**src/rtl/stack_param.sv**
```systemverilog
// stack_param: parameterised LIFO stack with occupancy count, top-of-stack
// peek, push+pop replace, sticky overflow/underflow flags and clock enable.
// Optional build macro STACK_EDGE_DETECT_EN: push/pop act only on a rising
// edge sampled on enabled clocks (one operation per button press).
module stack_param #(
   parameter int  DATA_WIDTH = 4,
   parameter int  DEPTH      = 8,
   localparam int CNT_WIDTH  = $clog2(DEPTH + 1)
) (
   input  logic                  clk,
   input  logic                  reset,
   input  logic                  en,
   input  logic                  push,
   input  logic                  pop,
   input  logic [DATA_WIDTH-1:0] push_data,
   input  logic                  clr_err,
   output logic [DATA_WIDTH-1:0] pop_data,
   output logic                  empty,
   output logic                  full,
   output logic [CNT_WIDTH-1:0]  count,
   output logic                  overflow,
   output logic                  underflow
);

   localparam int IDX_W = (DEPTH > 1) ? $clog2(DEPTH) : 1;

   logic [DATA_WIDTH-1:0] mem [DEPTH];
   logic                  do_push, do_pop;
   logic                  wr_en;
   logic [IDX_W-1:0]      wr_idx;
   logic [IDX_W-1:0]      nxt_idx, top_idx, below_idx;

   // count doubles as the stack pointer (next free slot)
   assign empty     = (count == '0);
   assign full      = (count == CNT_WIDTH'(DEPTH));
   assign nxt_idx   = IDX_W'(count);
   assign top_idx   = IDX_W'(count - CNT_WIDTH'(1));
   assign below_idx = IDX_W'(count - CNT_WIDTH'(2));

`ifdef STACK_EDGE_DETECT_EN
   logic push_q, pop_q;

   // remember last sampled request level so a held button acts once
   always_ff @(posedge clk) begin
      if (reset) begin
         push_q <= 1'b0;
         pop_q  <= 1'b0;
      end else if (en) begin
         push_q <= push;
         pop_q  <= pop;
      end
   end

   assign do_push = push & ~push_q;
   assign do_pop  = pop  & ~pop_q;
`else
   assign do_push = push;
   assign do_pop  = pop;
`endif

   // pick the storage write: replace top on push+pop, else append if room
   always_comb begin
      wr_en  = 1'b0;
      wr_idx = nxt_idx;
      if (en && !reset && do_push) begin
         if (do_pop && !empty) begin
            wr_en  = 1'b1;
            wr_idx = top_idx;
         end else if (!full) begin
            wr_en = 1'b1;
         end
      end
   end

   // storage array, intentionally not reset
   always_ff @(posedge clk) begin
      if (wr_en) mem[wr_idx] <= push_data;
   end

   // pointer, peek register and sticky flags; a new error beats clr_err
   always_ff @(posedge clk) begin
      if (reset) begin
         count     <= '0;
         pop_data  <= '0;
         overflow  <= 1'b0;
         underflow <= 1'b0;
      end else if (en) begin
         if (clr_err) begin
            overflow  <= 1'b0;
            underflow <= 1'b0;
         end
         if (do_push && do_pop && !empty) begin
            pop_data <= push_data;
         end else if (do_push) begin
            if (!full) begin
               count    <= count + CNT_WIDTH'(1);
               pop_data <= push_data;
            end else begin
               overflow <= 1'b1;
            end
         end else if (do_pop) begin
            if (!empty) begin
               count    <= count - CNT_WIDTH'(1);
               pop_data <= (count >= CNT_WIDTH'(2)) ? mem[below_idx] : '0;
            end else begin
               underflow <= 1'b1;
            end
         end
      end
   end

endmodule
```
**config.mk**
```make
export PLATFORM = sky130hd
export DESIGN_NAME = stack_param
export DESIGN_NICKNAME = d
export VERILOG_FILES = /design/src/rtl/stack_param.sv
export SDC_FILE = /design/constraint.sdc
export NUM_CORES = 1
export LEC_CHECK = 0
export ABC_CLOCK_PERIOD_IN_PS = 3850
export CAP_MARGIN = 5
export CELL_PAD_IN_SITES_DETAIL_PLACEMENT = 1
export CELL_PAD_IN_SITES_GLOBAL_PLACEMENT = 1
export CORE_UTILIZATION = 25
export CTS_CLUSTER_SIZE = 12
export DETAILED_ROUTE_END_ITERATION = 12
export PLACE_DENSITY_LB_ADDON = 0.1
export REMOVE_ABC_BUFFERS = 1
export SLEW_MARGIN = 40
export SYNTH_ARGS = -nofsm -noshare
export SYNTH_HDL_FRONTEND = slang
export SYNTH_SLANG_ARGS = --single-unit
```
**constraint.sdc**
```tcl
create_clock -name clk -period 3.85 [get_ports clk]
set_clock_uncertainty 0.1 [all_clocks]
set_input_delay 0.9625 -clock clk [delete_from_list [all_inputs] [get_ports clk]]
set_output_delay 0.9625 -clock clk [all_outputs]
set_load 0.01 [all_outputs]
```
==> impl_results.md <==
- Die H: 93.9 µm
- Synth warn: 0
- Final Non-Filler Cells: 290
- # placed instances: 282
- Worst-path clk slew: 0.09 ns
- Setup TNS Final: 0 ns
- CTS Hold Bufs: 0
- Actual slew at the worst max-slew pin: 0.560 ns
- Main synth FF type: edfxtp_1
- Initial antenna violation count: 0
- WS Path Type: reg -> out
- Postcts setup bufs: 0
- PostCTS Resize Cnt: 0
- Hold Crit Start: underflow
- Distinct cells, synth: 42
- Pwr dens: between 400 and 500 nW/µm²
- Via count: approximately 1.4k
- Count leader, synth: edfxtp_1
- Vias in the first global route: 1,483
- Row count: 33
- RSZ-0062 raised after global routing: false
- Ys async rst share: 0%
- Hpwl dp: 3790 µm
- DIE WIDTH: roughly 94 µm
- Max Freq: roughly 300 MHz
- Post-synthesis cell count: 162
- Worst reg2reg path depth: 7
- Pin count of the biggest net entering global routing: 17
- Routed WL: 5060 µm
- Status: finished, final reports clean
- GRT Overall Usage: 12.8%
- DRC viols: 0
- Synth cell count leaders: edfxtp_1, dfxtp_1, mux2i_1, nor2_1, mux4_2
- GR Overflow Total: 0
- Input/output buffers: 21
- CTS Buffer Depth: 2
- TritonRoute pass-1 iters: 4
- CP Max Fanout: 8
- Setup crit start kind: register
- CTS Buf Count: 5
- Via/cell ratio: between 4 and 5
- Global placement routability congestion: 0.735
- Share of the synthesized area in the top cell type: 45.5%
- Share of layout cells above drive strength 1: 16.2%
- DRT iter0 DRCs: 64
- WL/cell: 17.4 µm
- Synthesized flop and latch total: 42
- Area Overhead vs Synth: 21.0%
- Synth area leaders: edfxtp_1, dfxtp_1, mux4_2
- Mapped Area: 2110 µm²
- Post-synth EDFFs: 32
- Synth area leader: edfxtp_1
- Final hold violation count: 0
- Worst vdd ir: ~0.00016 V
- Setup violators final: 0
- CTS root buffer: clkbuf_8
- Fin. max-slew vios: 0
- RR Startpoint: count[0]
- WP data required: between 2 and 3 ns
- PnR Total Power: about 1100 µW
- Worst setup path startpoint: count[1]
- Routed Antenna Nets: 0
- CORE AREA: 8180 µm²
- CTS tree: yes
- Max_cap viols: 0
- CTS HTree Levels: 2
- Layout Nets: 201
- Clk sink count: 42
- Clock latency on the worst-skew pair: about 0.3 ns
- Hold Slack: 0.374 ns
- Effective utilization at floorplan: 25.8%
- WP data arrival: 2.31 ns
- Fin crit share: ~88%
- CP endpoint kind: output pin
- Max_slew headroom: 62.6%
- Worst hold path class: reg -> reg
- IO Count: 22
- Die footprint: 8820 µm²
- Leak: 0.000834 µW
- Syn Area/Cell: around 13 µm²
- Hold Path Cell Cnt: 2
- Period minus WS final: 3.37 ns
- First-pass GRT wire length: between 8000 and 9000 µm
- Ant diodes: 0
- Seq/Total Area, Yosys: roughly 55%
## metrics by stage
| stage | area [µm²] | util (%) | setup slack, ns |
|---|---|---|---|
| final | 2550 | 31.3 | 0.481 |
| after global routing | 2550 | 31.3 | 0.375 |
| after CTS | 2550 | 31.3 | 0.463 |
| after detailed placement | 2440 | 29.8 | 0.691 |
| after global placement | 2440 | 29.8 | 0.725 |
| after floorplan | 2060 | - | 1.09 |
## power by group
group | switching (µW) | total, µW | internal [µW]
combinational | 140 | 255 | 115
clock | 172 | 369 | 198
sequential | 11.6 | 512 | 500
total | 324 | 1140 | 813
## placed cells by master (no fill, tap or decap), types with 2 or more instances in the layout
cell type | Yosys | layout
nand2_1 | 6 | 6
mux2i_1 | 10 | 10
nor3_1 | 5 | 5
buf_4 | 2 | 5
nand4b_1 | 2 | 2
and3_1 | 2 | 2
nor3b_1 | 2 | 2
ha_1 | 7 | 7
and2_1 | 4 | 4
edfxtp_1 | 32 | 32
nor4_1 | 3 | 3
nand3b_1 | 3 | 3
xor2_1 | 3 | 3
o21ai_0 | 4 | 4
mux4_2 | 8 | 8
a21oi_1 | 4 | 4
nor2_1 | 10 | 10
inv_1 | 2 | 2
nor4b_1 | 2 | 2
or3_1 | 3 | 3
a211oi_1 | 5 | 5
o22ai_1 | 4 | 4
o21ai_2 | 3 | 3
dfxtp_1 | 10 | 10
clkbuf_8 | 0 | 5
nand3_1 | 2 | 2
clkdlybuf4s50_1 | 0 | 21
## path summary, 6_finish.rpt
path	end	slack, ns
min reg2reg	underflow	0.37
max reg2reg	mem[7][2]	1.30
max	empty	0.48
min	underflow	0.37
## layout make-up
type	count	area (µm²)
inverter	4	16.3
clock inverter	3	48.8
multi-input combinational	105	881
timing repair buffer	26	248
tap	105	131
fill	892	5620
sequential	42	1160
clock buffer	5	68.8
## cells by family after synthesis
| logic type | after synthesis | synth area share, % |
|---|---|---|
| AND/OR/NAND/NOR | 52 | 14.7 |
| flip-flops | 42 | 55.0 |
| AO/OA/AOI/OAI | 24 | 7.82 |
| multiplexers | 19 | 13.8 |
| buffers and inverters | 15 | 3.32 |
| adder cells (fa/ha/maj) | 7 | 4.15 |
| XOR/XNOR | 3 | 1.24 |
## worst max-delay path: stages, from the launching register on
cell and delay (ns):
dfxtp_1 0.32, inv_1 0.18, ha_1 0.31, or3b_1 0.49
clkinv_2 0.15, clkdlybuf4s50_1 0.55
## per-layer routing
| metal | track usage (%) | routed length (µm) |
|---|---|---|
| met5 | 0 | 0 |
| met4 | 4.36 | 69 |
| met3 | 2.67 | 114 |
| met2 | 20.3 | 2320 |
| met1 | 17.3 | 2550 |
## state kept, by name, indices dropped and copies added (netlist names)
name and cells:
overflow 1, mem 32, count 4, pop_data 4, underflow 1
Power figures use the tool's default switching activity.
